--- config.mk ---
export PLATFORM = sky130hd
export DESIGN_NAME = stonyman_adc_capture
export DESIGN_NICKNAME = d
export VERILOG_FILES = /design/src/rtl/stonyman_adc_capture.sv
export SDC_FILE = /design/constraint.sdc
export NUM_CORES = 1
export LEC_CHECK = 0
export BUFFER_PORTS_ARGS = -buffer_cell sky130_fd_sc_hd__buf_2
export CORE_ASPECT_RATIO = 0.7
export CORE_MARGIN = 2
export CORE_UTILIZATION = 29
export DETAILED_ROUTE_END_ITERATION = 8
export PLACE_DENSITY = 0.41
export SLEW_MARGIN = 15
export SYNTH_ARGS = -nofsm -noshare
export SYNTH_HDL_FRONTEND = slang
export SYNTH_SLANG_ARGS = --single-unit
--- constraint.sdc ---
create_clock -name PCLK -period 3 [get_ports PCLK]
set_input_delay 0.15 -clock PCLK [delete_from_list [all_inputs] [get_ports PCLK]]
set_output_delay 0.15 -clock PCLK [all_outputs]
set_load 0.005 [all_outputs]
--- src/rtl/stonyman_adc_capture.sv ---
`default_nettype none
// ============================================================================
//  Module   : stonyman_adc_capture
//  Purpose  : Drives NCH serial pixel ADCs over a shared CS/SCLK. Each frame
//             collects 16 bits per channel, MSB first, and tags each sample
//             with its channel number. The tagged words are pushed into a
//             first-word-fall-through FIFO that has a sticky overflow flag.
//  Revision : 1.0 - initial release
// ============================================================================
module stonyman_adc_capture #(
    parameter int NCH        = 3,
    parameter int ADC_BITS   = 12,
    parameter int SCLK_DIV   = 4,
    parameter int QUIET_CYC  = 8,
    parameter int FIFO_DEPTH = 8
) (
    input  logic                          PCLK,
    input  logic                          PRESETN,
    input  logic                          start,
    input  logic                          mode_cont,
    input  logic                          clr_ovf,
    input  logic [NCH-1:0]                adc_din,
    output logic                          CS,
    output logic                          SCLK,
    output logic                          busy,
    output logic                          conv_complete,
    input  logic                          rd_en,
    output logic [15:0]                   rd_data,
    output logic                          empty,
    output logic                          full,
    output logic [$clog2(FIFO_DEPTH):0]   level,
    output logic                          overflow
);

    localparam int c_HALF     = SCLK_DIV / 2;
    localparam int c_CONV_CYC = 16 * SCLK_DIV;
    localparam int c_CNT_MAX  = (c_CONV_CYC > QUIET_CYC) ? c_CONV_CYC : QUIET_CYC;
    localparam int c_CW       = $clog2(c_CNT_MAX) + 1;
    localparam int c_HW       = $clog2(c_HALF) + 1;
    localparam int c_AW       = $clog2(FIFO_DEPTH);
    localparam int c_LW       = c_AW + 1;
    localparam logic [15:0] c_MASK = 16'((32'h1 << ADC_BITS) - 32'h1);

    typedef enum logic [1:0] {
        S_IDLE  = 2'd0,
        S_CONV  = 2'd1,
        S_WRITE = 2'd2,
        S_QUIET = 2'd3
    } state_t;

    state_t            r_state;
    logic [c_CW-1:0]   r_cnt;
    logic [c_HW-1:0]   r_half;
    logic [1:0]        r_wcnt;
    logic              r_cs;
    logic              r_sclk;
    logic              r_cc;
    logic [15:0]       r_shift [NCH];

    logic [15:0]       r_mem [FIFO_DEPTH];
    logic [c_AW-1:0]   r_wptr;
    logic [c_AW-1:0]   r_rptr;
    logic [c_LW-1:0]   r_level;
    logic              r_ovf;

    logic              w_rise;
    logic              w_push;
    logic [15:0]       w_frame;
    logic [15:0]       w_wdata;
    logic              w_full;
    logic              w_pop;
    logic              w_wr;
    logic              w_drop;

    // SCLK is about to go high: this is the edge on which data is sampled
    assign w_rise = (r_state == S_CONV) && (r_half == c_HW'(c_HALF - 1)) && !r_sclk;

    // Capture sequencer: frame timing, chip select, serial clock, write slots
    always_ff @(posedge PCLK) begin
        if (!PRESETN) begin
            r_state <= S_IDLE;
            r_cnt   <= '0;
            r_half  <= '0;
            r_wcnt  <= '0;
            r_cs    <= 1'b1;
            r_sclk  <= 1'b1;
            r_cc    <= 1'b0;
        end else begin
            r_cc <= 1'b0;
            unique case (r_state)
                S_IDLE: begin
                    if (start) begin
                        r_state <= S_CONV;
                        r_cs    <= 1'b0;
                        r_sclk  <= 1'b0;
                        r_cnt   <= '0;
                        r_half  <= '0;
                    end
                end
                S_CONV: begin
                    if (r_half == c_HW'(c_HALF - 1)) begin
                        r_half <= '0;
                        r_sclk <= ~r_sclk;
                    end else begin
                        r_half <= r_half + c_HW'(1);
                    end
                    if (r_cnt == c_CW'(c_CONV_CYC - 1)) begin
                        r_state <= S_WRITE;
                        r_cs    <= 1'b1;
                        r_sclk  <= 1'b1;
                        r_cc    <= 1'b1;
                        r_wcnt  <= '0;
                    end else begin
                        r_cnt <= r_cnt + c_CW'(1);
                    end
                end
                S_WRITE: begin
                    if (r_wcnt == 2'(NCH - 1)) begin
                        r_state <= S_QUIET;
                        r_cnt   <= '0;
                    end else begin
                        r_wcnt <= r_wcnt + 2'd1;
                    end
                end
                S_QUIET: begin
                    if (r_cnt == c_CW'(QUIET_CYC - 1)) begin
                        if (mode_cont) begin
                            r_state <= S_CONV;
                            r_cs    <= 1'b0;
                            r_sclk  <= 1'b0;
                            r_cnt   <= '0;
                            r_half  <= '0;
                        end else begin
                            r_state <= S_IDLE;
                        end
                    end else begin
                        r_cnt <= r_cnt + c_CW'(1);
                    end
                end
                default: r_state <= S_IDLE;
            endcase
        end
    end

    // Per-channel MSB-first deserialisers, loaded on each SCLK rise
    always_ff @(posedge PCLK) begin
        for (int i = 0; i < NCH; i++) begin
            if (!PRESETN) begin
                r_shift[i] <= '0;
            end else if (w_rise) begin
                r_shift[i] <= {r_shift[i][14:0], adc_din[i]};
            end
        end
    end

    // Select the channel for the current write slot and build the tagged word
    always_comb begin
        w_frame = '0;
        for (int i = 0; i < NCH; i++) begin
            if (r_wcnt == 2'(i)) begin
                w_frame = r_shift[i];
            end
        end
        w_wdata = {r_wcnt, 14'b0} | (w_frame & c_MASK);
    end

    assign w_push = (r_state == S_WRITE);
    assign w_full = (r_level == c_LW'(FIFO_DEPTH));
    assign w_pop  = rd_en && (r_level != '0);
    // A pop frees the slot on the same edge, so a full FIFO can still accept
    assign w_wr   = w_push && (!w_full || w_pop);
    assign w_drop = w_push && w_full && !w_pop;

    // FIFO storage; contents need no reset because level gates visibility
    always_ff @(posedge PCLK) begin
        if (w_wr) begin
            r_mem[r_wptr] <= w_wdata;
        end
    end

    // FIFO pointers, occupancy and sticky overflow (a drop beats a clear)
    always_ff @(posedge PCLK) begin
        if (!PRESETN) begin
            r_wptr  <= '0;
            r_rptr  <= '0;
            r_level <= '0;
            r_ovf   <= 1'b0;
        end else begin
            if (w_wr) begin
                r_wptr <= r_wptr + c_AW'(1);
            end
            if (w_pop) begin
                r_rptr <= r_rptr + c_AW'(1);
            end
            if (w_wr && !w_pop) begin
                r_level <= r_level + c_LW'(1);
            end else if (!w_wr && w_pop) begin
                r_level <= r_level - c_LW'(1);
            end
            if (w_drop) begin
                r_ovf <= 1'b1;
            end else if (clr_ovf) begin
                r_ovf <= 1'b0;
            end
        end
    end

    assign CS            = r_cs;
    assign SCLK          = r_sclk;
    assign busy          = (r_state != S_IDLE);
    assign conv_complete = r_cc;
    assign rd_data       = r_mem[r_rptr];
    assign empty         = (r_level == '0);
    assign full          = w_full;
    assign level         = r_level;
    assign overflow      = r_ovf;

endmodule
`default_nettype wire

==> out/metrics.csv <==
stage,metric,value,unit
outcome,status,completed,
critical_path,R2R depth,9,
logic_synthesis,Yosys Warn Count,0,
logic_synthesis,top_reg_cell synth,edfxtp_1,
clock_tree,CTS Buf Count,17,
layout,footprint of the multi-input gates,2430,sq um
worst_hold_path,Hold Crit Endpoint,CS,
logic_synthesis,"Seq/Total Area, Yosys",0.660,
drt,post-route ant nets,0,
critical_path,CP max FO,7,
global_route,first-pass GRT wire length,25500,um
floorplanning,Rows,49,
clock_tree,# resized after CTS,0,
floorplanning,height of the die,140,um
floorplanning,Die W,198,um
critical_path,WP buf/inv,1,
clock_tree,number of post-CTS setup repair buffers,0,
sta,RSZ-0062 raised after global routing,false,
layout,FF/Latch Area,5050,sq um
logic_synthesis,area share of the largest cell type after synthesis,0.581,
critical_path,"delay-heaviest family, CP",compound AO/OA/AOI/OAI gates,
floorplanning,die area,27700,sq um
floorplanning,io pins,36,
critical_path,max incr delay on CP,600,ps
clock_tree,CTS hold repair buffers,4,
sta,max_slew headroom,0.184,
sta,setup tns final,0,ps
critical_path,Crit Reg-Reg Endpoint,level[3],
logic_synthesis,"EDFF count, synth",148,
global_route,GRT Total Usage,0.125,
logic_synthesis,Post-Syn Area,7650,sq um
logic_synthesis,#FFs+latches synth,178,
sta,Worst Max-Slew Pin Slew,1210,ps
clock_tree,CTS max path bufs,2,
sta,final count of pins violating max slew,0,
drt,DRC,0,
logic_synthesis,Synth cell types,57,
critical_path,crit path DAT,3120,ps
logic_synthesis,async set-reset flop share out of synthesis,0,
floorplanning,Core Area,25800,sq um
logic_synthesis,Avg Inst Size Synth,14.5,sq um
power_and_ir_drop,P per Cell Area,799,nW/um^2
clock_tree,Root Buffer Master,clkbuf_16,
drt,Pre-antenna DRT Iters,5,
logic_synthesis,top post-synthesis cells by area,"edfxtp_1 (58%), mux4_2 (8.2%), dfxtp_1 (7.9%)",
critical_path,worst r2r src,level[0],
drt,wire per inst,17.0,um
placement,DP Wirelength,10200,um
layout,Area Growth Syn to Fin,16.6,%
power_and_ir_drop,Max IR drop VDD,427,uV
worst_hold_path,Min-Delay Path Class,in2reg,
layout,nets@finish,605,
global_route,initial antenna violation count,0,
sta,Final setup viols,0,
layout,most frequent cells in the layout,"edfxtp_1 (148), nor2_1 (44), nand2_1 (38), and2_1 (37), buf_2 (33)",
sta,clk_skew,16.4,ps
clock_tree,"Reg clk slew, reported paths",70,ps
critical_path,Critical Path RT,3370,ps
critical_path,Worst setup SP type,register,
critical_path,slowest CP cell,or4b_1,
layout,antenna diode count,0,
global_route,total gr overflow,0,
critical_path,critical path endpoint category,register,
placement,Placed Cells,914,
floorplanning,Initial Util,0.296,
worst_hold_path,hold depth,2,
sta,post-route minimum period,2750,ps
sta,Max Freq,364,MHz
drt,DRT Wirelength,16200,um
logic_synthesis,Synth area leader,edfxtp_1,
logic_synthesis,Post-Syn Instances,528,
placement,count of input and output buffers,33,
power_and_ir_drop,static leakage,3.07,nW
critical_path,Reg2Reg Setup Slack,250,ps
global_route,vias in the first global route,4375,
drt,DR iter-0 viols,210,
placement,routability cong.,0.786,
sta,fin crit share,0.917,
layout,"commonest non-fill, non-tap cell in the layout",edfxtp_1,
layout,layout cell share with drive strength beyond 1,0.241,
global_route,largest net degree at the start of global routing,37,
drt,via count,4347,
job,max capacitance violation total,0,
layout,Non-Filler Instances,950,
clock_tree,Clock Latency Late Sink,440,ps
clock_tree,H-tree depth,4,
drt,vias per cell,4.58,
layout,Fillers,2476,
critical_path,worst-path cell chain,"or4b_1, o21a_1, ha_1, inv_1, ha_1, a21o_1, a21oi_1, mux2i_1, mux2i_1",
clock_tree,CTS tree,built,
clock_tree,CTS sink count,178,
sta,Final Hold Viols,0,
worst_hold_path,Hold Path Origin,PRESETN,
critical_path,critical path class,reg2reg,
[metrics by stage]
stage	instance area (sq um)	total power, mW	setup slack, ps	util	hold WS (ps)
after floorplan	7650	4.41	445	-	294
after global placement	8320	5.08	319	0.322	418
after detailed placement	8320	5.11	281	0.322	420
after CTS	8910	7.25	236	0.345	36.6
after global routing	8910	7.54	75.9	0.345	57.4
final	8910	7.12	249	0.345	59.9
[power breakdown]
part | internal, mW | switching (mW)
Clock | 1.12 | 0.984
Sequential | 2.99 | 0.173
Combinational | 0.874 | 0.988
[state kept, by name, summed over array words and instances, names as in the netlist, named ones only]
| name | count |
|---|---|
| r_half | 2 |
| r_wptr | 3 |
| r_shift | 36 |
| r_wcnt | 2 |
| r_mem | 112 |
| level | 4 |
| CS | 1 |
| r_state | 2 |
| overflow | 1 |
| SCLK | 1 |
| r_rptr | 3 |
| conv_complete | 1 |
| r_cnt | 7 |
[worst max-delay path by stage]
stage	slack (ps)	cells after the start	end	startpoint
finish	250	9	level[3]	level[0]
global route	80	9	level[3]	level[0]
CTS	240	9	level[3]	level[0]
detailed placement	280	9	level[3]	level[0]
global placement	320	9	level[3]	level[0]
floorplan	450	9	level[3]	level[0]
[cell usage after synthesis, types with 3 or more instances]
master,count
mux2i_1,5
a31o_2,3
o21ai_0,16
buf_6,3
nor2b_1,4
nor3_1,5
clkbuf_1,17
inv_1,12
buf_2,5
nand4_1,4
edfxtp_1,148
nand3_1,5
nor4_1,4
a211oi_1,3
nor2_1,44
ha_1,15
and2_1,37
nand2_1,38
nand2b_1,8
dfxtp_1,30
a31oi_1,3
mux4_2,28
mux2_2,15
o31ai_1,7
a21oi_1,27
[cells by family after synthesis]
family	Yosys count	synth area share
XOR/XNOR	4	0.00458
adder cells (fa/ha/maj)	16	0.0272
buffers and inverters	40	0.0244
other	1	0.000490
flip-flops	178	0.660
AO/OA/AOI/OAI	77	0.0637
AND/OR/NAND/NOR	164	0.109
multiplexers	48	0.111
[final cells by class]
cell class / instances / area share
flip-flops and latches: 178 / 0.566
well taps: 357 / 0.0501
multi-input cells: 311 / 0.273
clock inverters: 13 / 0.0112
inverters: 12 / 0.00505
clock buffers: 19 / 0.0508
repair buffers: 60 / 0.0438
[worst reg2reg max path, stage by stage, from the launching register on]
cell and delay, ps:
dfxtp_1 390, or4b_1 600, o21a_1 290, ha_1 250, inv_1 130, ha_1 250, a21o_1 180, a21oi_1 160
mux2i_1 240, mux2i_1 200
[layer usage]
layer / track usage / vias up / part of all wire
met5: 0 / - / 0
met4: 0.0412 / 0 / 0.0089
met3: 0.0332 / 11 / 0.043
met2: 0.186 / 62 / 0.45
met1: 0.177 / 2175 / 0.50
li1: - / 2099 / -
No activity file was read; power rests on OpenSTA's default activity.
